File: src/rtl/lc3b_mem_arbiter_pkg.sv
// Shared types for the LC-3b split I/D memory arbiter: word/mask types,
// arbiter state encoding and the IDLE grant rule.
package lc3b_mem_arbiter_pkg;

  localparam int unsigned LC3B_WORD_W  = 16;
  localparam int unsigned LC3B_WMASK_W = LC3B_WORD_W / 8;

  typedef logic [LC3B_WORD_W-1:0]  lc3b_word;
  typedef logic [LC3B_WMASK_W-1:0] lc3b_mem_wmask;

  typedef enum logic [2:0] {
    ARB_IDLE   = 3'd0,
    ARB_I_ACC  = 3'd1,
    ARB_D_ACC  = 3'd2,
    ARB_I_RESP = 3'd3,
    ARB_D_RESP = 3'd4
  } lc3b_arb_state;

  // D wins unless both sides ask and the fetch side currently has precedence.
  function automatic logic arb_grant_d(input logic i_req,
                                       input logic d_req,
                                       input logic prefer_i);
    return d_req && !(i_req && prefer_i);
  endfunction

endpackage

File: src/rtl/lc3b_mem_arbiter.sv
// Arbitrates pipeline I-fetch and D-access requests onto one physical memory port.
// Optional round-robin IDLE priority when LC3B_MEM_ARB_RR_EN is defined.
//
// state      | meaning
// ARB_IDLE   | no access in flight, grant on request
// ARB_I_ACC  | fetch issued to pmem, waiting for pmem_resp
// ARB_D_ACC  | load/store issued to pmem, waiting for pmem_resp
// ARB_I_RESP | one-cycle i_mem_resp with i_mem_rdata valid
// ARB_D_RESP | one-cycle d_mem_resp with d_mem_rdata valid
module lc3b_mem_arbiter
  import lc3b_mem_arbiter_pkg::*;
#(
  parameter int unsigned ADDR_W = LC3B_WORD_W,
  parameter int unsigned DATA_W = LC3B_WORD_W,
  parameter int unsigned BE_W   = LC3B_WMASK_W
) (
  input  logic              clk,
  input  logic              reset,

  input  logic              i_mem_read,
  input  logic [ADDR_W-1:0] i_mem_address,
  output logic [DATA_W-1:0] i_mem_rdata,
  output logic              i_mem_resp,

  input  logic              d_mem_read,
  input  logic              d_mem_write,
  input  logic [ADDR_W-1:0] d_mem_address,
  input  logic [DATA_W-1:0] d_mem_wdata,
  input  logic [BE_W-1:0]   d_mem_byte_enable,
  output logic [DATA_W-1:0] d_mem_rdata,
  output logic              d_mem_resp,

  output logic              pmem_read,
  output logic              pmem_write,
  output logic [ADDR_W-1:0] pmem_address,
  output logic [DATA_W-1:0] pmem_wdata,
  output logic [BE_W-1:0]   pmem_byte_enable,
  input  logic [DATA_W-1:0] pmem_rdata,
  input  logic              pmem_resp
);

  lc3b_arb_state     state_q, state_d;
  logic [ADDR_W-1:0] addr_q, addr_d;
  logic [DATA_W-1:0] wdata_q, wdata_d;
  logic [BE_W-1:0]   be_q, be_d;
  logic              write_q, write_d;
  logic              abort_q, abort_d;
  logic [DATA_W-1:0] i_rdata_q, i_rdata_d;
  logic [DATA_W-1:0] d_rdata_q, d_rdata_d;
`ifdef LC3B_MEM_ARB_RR_EN
  logic              rr_last_q, rr_last_d;   // 1: last serviced access was D
`endif

  logic i_req, d_req, prefer_i, grant_d;
  logic i_drop, d_drop, abort_now;

  always_ff @(posedge clk) begin
    if (reset) begin
      state_q   <= ARB_IDLE;
      addr_q    <= '0;
      wdata_q   <= '0;
      be_q      <= '0;
      write_q   <= 1'b0;
      abort_q   <= 1'b0;
      i_rdata_q <= '0;
      d_rdata_q <= '0;
`ifdef LC3B_MEM_ARB_RR_EN
      rr_last_q <= 1'b0;
`endif
    end else begin
      state_q   <= state_d;
      addr_q    <= addr_d;
      wdata_q   <= wdata_d;
      be_q      <= be_d;
      write_q   <= write_d;
      abort_q   <= abort_d;
      i_rdata_q <= i_rdata_d;
      d_rdata_q <= d_rdata_d;
`ifdef LC3B_MEM_ARB_RR_EN
      rr_last_q <= rr_last_d;
`endif
    end
  end

  always_comb begin
    state_d   = state_q;
    addr_d    = addr_q;
    wdata_d   = wdata_q;
    be_d      = be_q;
    write_d   = write_q;
    abort_d   = abort_q;
    i_rdata_d = i_rdata_q;
    d_rdata_d = d_rdata_q;
`ifdef LC3B_MEM_ARB_RR_EN
    rr_last_d = rr_last_q;
    prefer_i  = rr_last_q;
`else
    prefer_i  = 1'b0;
`endif

    i_req     = i_mem_read;
    d_req     = d_mem_read | d_mem_write;
    grant_d   = arb_grant_d(i_req, d_req, prefer_i);
    // A withdrawn or redirected request no longer wants the in-flight result.
    i_drop    = !i_req || (i_mem_address != addr_q);
    d_drop    = !d_req || (d_mem_address != addr_q);
    abort_now = abort_q;

    case (state_q)
      ARB_IDLE: begin
        abort_d = 1'b0;
        if (grant_d) begin
          addr_d  = d_mem_address;
          wdata_d = d_mem_wdata;
          be_d    = d_mem_byte_enable;
          write_d = d_mem_write;       // read+write together is treated as a write
          state_d = ARB_D_ACC;
        end else if (i_req) begin
          addr_d  = i_mem_address;
          write_d = 1'b0;
          state_d = ARB_I_ACC;
        end
      end

      ARB_I_ACC: begin
        abort_now = abort_q | i_drop;
        abort_d   = abort_now;
        if (pmem_resp) begin
          abort_d = 1'b0;
          if (abort_now) begin
            state_d = ARB_IDLE;
          end else begin
            i_rdata_d = pmem_rdata;
            state_d   = ARB_I_RESP;
`ifdef LC3B_MEM_ARB_RR_EN
            rr_last_d = 1'b0;
`endif
          end
        end
      end

      ARB_D_ACC: begin
        abort_now = abort_q | d_drop;
        abort_d   = abort_now;
        if (pmem_resp) begin
          abort_d = 1'b0;
          if (abort_now) begin
            state_d = ARB_IDLE;
          end else begin
            if (!write_q) d_rdata_d = pmem_rdata;
            state_d = ARB_D_RESP;
`ifdef LC3B_MEM_ARB_RR_EN
            rr_last_d = 1'b1;
`endif
          end
        end
      end

      ARB_I_RESP: state_d = ARB_IDLE;
      ARB_D_RESP: state_d = ARB_IDLE;
      default:    state_d = ARB_IDLE;
    endcase
  end

  assign pmem_read        = (state_q == ARB_I_ACC) || ((state_q == ARB_D_ACC) && !write_q);
  assign pmem_write       = (state_q == ARB_D_ACC) && write_q;
  assign pmem_address     = addr_q;
  assign pmem_wdata       = wdata_q;
  assign pmem_byte_enable = be_q;
  assign i_mem_resp       = (state_q == ARB_I_RESP);
  assign d_mem_resp       = (state_q == ARB_D_RESP);
  assign i_mem_rdata      = i_rdata_q;
  assign d_mem_rdata      = d_rdata_q;

endmodule

File: config.mk
export PLATFORM = sky130hd
export DESIGN_NAME = lc3b_mem_arbiter
export DESIGN_NICKNAME = d
export VERILOG_FILES = /design/src/rtl/lc3b_mem_arbiter_pkg.sv /design/src/rtl/lc3b_mem_arbiter.sv
export SDC_FILE = /design/constraint.sdc
export NUM_CORES = 1
export LEC_CHECK = 0
export ABC_AREA = 1
export CAP_MARGIN = 20
export CORE_MARGIN = 2
export CORE_UTILIZATION = 48
export CTS_CLUSTER_SIZE = 28
export DETAILED_ROUTE_END_ITERATION = 8
export PLACE_DENSITY = 0.95
export SLEW_MARGIN = 40
export SYNTH_ARGS = -nofsm -noshare
export SYNTH_HDL_FRONTEND = slang
export SYNTH_SLANG_ARGS = --single-unit
File: constraint.sdc
create_clock -name clk -period 4 [get_ports clk]
set_input_delay 0.4 -clock clk [delete_from_list [all_inputs] [get_ports clk]]
set_output_delay 0.4 -clock clk [all_outputs]
set_load 0.02 [all_outputs]
==> metrics.md <==
| Metric | Value |
|---|---|
| Post-Syn Instances | 573 |
| First-pass GRT wire length | 17.1 mm |
| Syn nets | 645 |
| Critical Path Start Type | input pin |
| H-tree Lvls | 3 |
| Cts repair resizes | 0 |
| Sequential Power Share | 41.4% |
| Crit path required time | 4.23 ns |
| Leak Pwr | 2.38 nW |
| Worst VDD drop | 0.207 mV |
| # port buffers | 141 |
| Synthesis-to-finish area growth | 44.4% |
| Final ANT Viol Nets | 0 |
| Initial DRC count | 175 |
| Number of global-route vias before repair | 3809 |
| Top-area cell type share of the netlist area | 38.9% |
| Drt pass-1 iters | 5 |
| Total number of vias | 3990 |
| Max-cap violations | 0 |
| Mapped Avg Cell Area | 6.38 µm² |
| Min Tclk post-route | 2.38 ns |
| Total Die Area | 8330 µm² |
| Cell taking the most area after synthesis | dfxtp_1 |
| Post-synth cell types | 28 |
| DRC errors left | 0 |
| Final hold vios | 0 |
| Slew Viols, Final | 0 |
| Num CTS Buffers | 9 |
| Non-filler instance count after layout | 807 |
| Initial antenna violation count | 0 |
| Worst R2R Path Depth | 9 |
| Core Region | 7330 µm² |
| RSZ-0062 raised after global routing | no |
| FP Rows | 31 |
| Setup WS post-layout | 1.62 ns |
| Avg WL per Cell | 12.9 µm |
| Pint | 1.34 mW |
| CTS clk-pin slew, worst paths | 0.08 ns |
| Sw Pwr | 0.595 mW |
| Cell area after synthesis | 3660 µm² |
| Worst-margin pin slew | 0.816 ns |
| Critical Path AT | 2.60 ns |
| Final nets | 776 |
| Num ports | 142 |
| Clock Latency Late Sink | 0.34 ns |
| Fin Setup TNS | 0 ns |
| Die width | 91.3 µm |
| Sw Share | 30.7% |
| Die H | 91.3 µm |
| Fin Clk Skew | 0.0109 ns |
| Synth Register Bits | 71 |
| Crit Path Max Fanout | 32 |
| Worst slack at placement | 1.31 ns |
| Sequential area share after synthesis | 38.9% |
| Worst slew margin | 45.5% |
| CTS Hold Buffers Added | 0 |
| Clock sinks | 71 |
| Logic pwr share | 25.4% |
| Deepest clock path buffer count | 2 |
| DP HPWL | 7.65 mm |
| Total routed wirelength | 10.4 mm |
| Placed cells | 792 |
| PwrDens | 366 nW/µm² |
| Post-CTS Setup Bufs | 0 |
| Routability cong. | 0.861 |
| Clock power share | 33.2% |
| WHS Path Cells | 2 |
| Fmax | 421 MHz |
| Crit end category | flop |
| TritonCTS clock tree | built |
| Setup Crit Path Kind | input pin to flop |
| Clock Tree Root | clkbuf_8 |
| Endpoints failing setup | 0 |
| All-layer global routing usage | 24.9% |
| Initial Util | 49.9% |
| Vias per cell | 4.94 |
| Main area contributors after synthesis | dfxtp_1 39%, nand2_1 21%, nor2_1 8.9% |
| Total gr overflow | 0 |
| YS warnings | 0 |
| Layout cell share with drive strength beyond 1 | 7.06% |
| Status | complete, no violations |
| HP Class | flop to flop |
| Largest net degree at the start of global routing | 50 |
| # diodes | 0 |
| Part of the cycle the worst path needs | 59.4% |
## worst paths after layout
check | slack [ns] | from | to
hold reg to reg | 0.47 | pmem_byte_enable[1]$_SDFFE_PP0P_ | pmem_byte_enable[1]$_SDFFE_PP0P_
setup reg to reg | 1.80 | pmem_address[10]$_SDFFE_PP0P_ | d_mem_rdata[13]$_SDFFE_PP0P_
hold / removal | 0.47 | pmem_byte_enable[1]$_SDFFE_PP0P_ | pmem_byte_enable[1]$_SDFFE_PP0P_
setup / recovery | 1.62 | d_mem_address[2] | d_mem_rdata[13]$_SDFFE_PP0P_
## power by group through the flow
stage	clock network (mW)	logic, mW	registers [mW]
4_1_cts	0.651	0.491	0.800
6_report	0.642	0.492	0.800
5_1_grt	0.690	0.536	0.805
2_1_floorplan	0	0.231	0.858
3_3_place_gp	0	0.475	0.812
3_5_place_dp	0	0.488	0.815
## cell type report
cell class | count | area [µm²]
Clock buffer | 10 | 138
Clock inverter | 5 | 81.3
Fill cell | 553 | 2050
Inverter | 77 | 289
Multi-Input combinational cell | 402 | 1810
Sequential cell | 71 | 1420
Tap cell | 99 | 124
Timing Repair Buffer | 143 | 1420
## worst max-delay path, cell delays in order
cell	delay, ns
clkdlybuf4s50_1	0.53
inv_1	0.05
nand2_1	0.07
o21ai_0	0.10
nor2_1	0.10
nand3b_1	0.08
nor2_1	0.19
nand4_2	0.67
nor2_1	0.32
nor2_1	0.08
## cell usage after synthesis
cell,number
o21ai_1,10
inv_1,61
nand2_1,200
a21oi_1,22
nor2_2,5
inv_2,16
nor3_4,2
buf_6,5
clkbuf_1,8
nor2_4,3
buf_2,6
o21ai_0,9
nand3b_1,1
buf_4,4
and3_1,1
nor2_1,87
a31oi_1,16
xnor2_1,10
nand3_1,24
nand4_4,1
a22oi_1,1
nand2_2,3
nand4_1,3
nor4_1,1
nand4_2,1
dfxtp_1,71
nor3_1,1
o21ai_2,1
## flip-flops by register name, indices dropped and copies added, names as in the netlist
signal and flops:
abort_q 1, d_mem_rdata 16, write_q 1, pmem_wdata 16, pmem_address 16, i_mem_rdata 16, pmem_byte_enable 2, state_q 3
## logic make-up after synthesis
logic type             count (synthesis)  synth area share [%]
AND/OR/NAND/NOR                      333                  38.0
buffers and inverters                100                  11.9
flip-flops                            71                  38.9
AO/OA/AOI/OAI                         59                  8.79
XOR/XNOR                              10                  2.39
## per-layer routing
layer | part of all wire (%) | up-vias | GRT usage [%]
li1 | - | 2005 | -
met1 | 41 | 1805 | 30.3
met2 | 50 | 170 | 44.6
met3 | 7.4 | 10 | 5.56
met4 | 0.83 | 0 | 6.31
met5 | 0 | - | 0
## through the flow
stage / power, mW / util [%] / area, µm² / hold slack (ns)
floorplan: 1.09 / - / 3660 / 0.451
global placement: 1.29 / 69.0 / 5060 / 0.447
detailed placement: 1.30 / 69.0 / 5060 / 0.456
CTS: 1.94 / 72.0 / 5280 / 0.467
global route: 2.03 / 72.0 / 5280 / 0.492
finish: 1.93 / 72.0 / 5280 / 0.466
## cell usage in the layout (no fill, tap or decap), types with 2 or more instances in the layout
master | Yosys | routed
clkdlybuf4s50_1 | 0 | 140
nand3_1 | 24 | 24
inv_1 | 61 | 61
inv_2 | 16 | 16
xnor2_1 | 10 | 10
nand2_1 | 200 | 200
nor3_4 | 2 | 2
buf_4 | 4 | 2
nand4_1 | 3 | 3
o21ai_1 | 10 | 10
a31oi_1 | 16 | 16
a21oi_1 | 22 | 22
clkbuf_8 | 0 | 10
nor2_1 | 87 | 87
dfxtp_1 | 71 | 71
o21ai_0 | 9 | 9
nor2_4 | 3 | 4
nand2_2 | 3 | 3
nor2_2 | 5 | 4
bufinv_16 | 0 | 2
No activity file was read; power rests on OpenSTA's default activity.
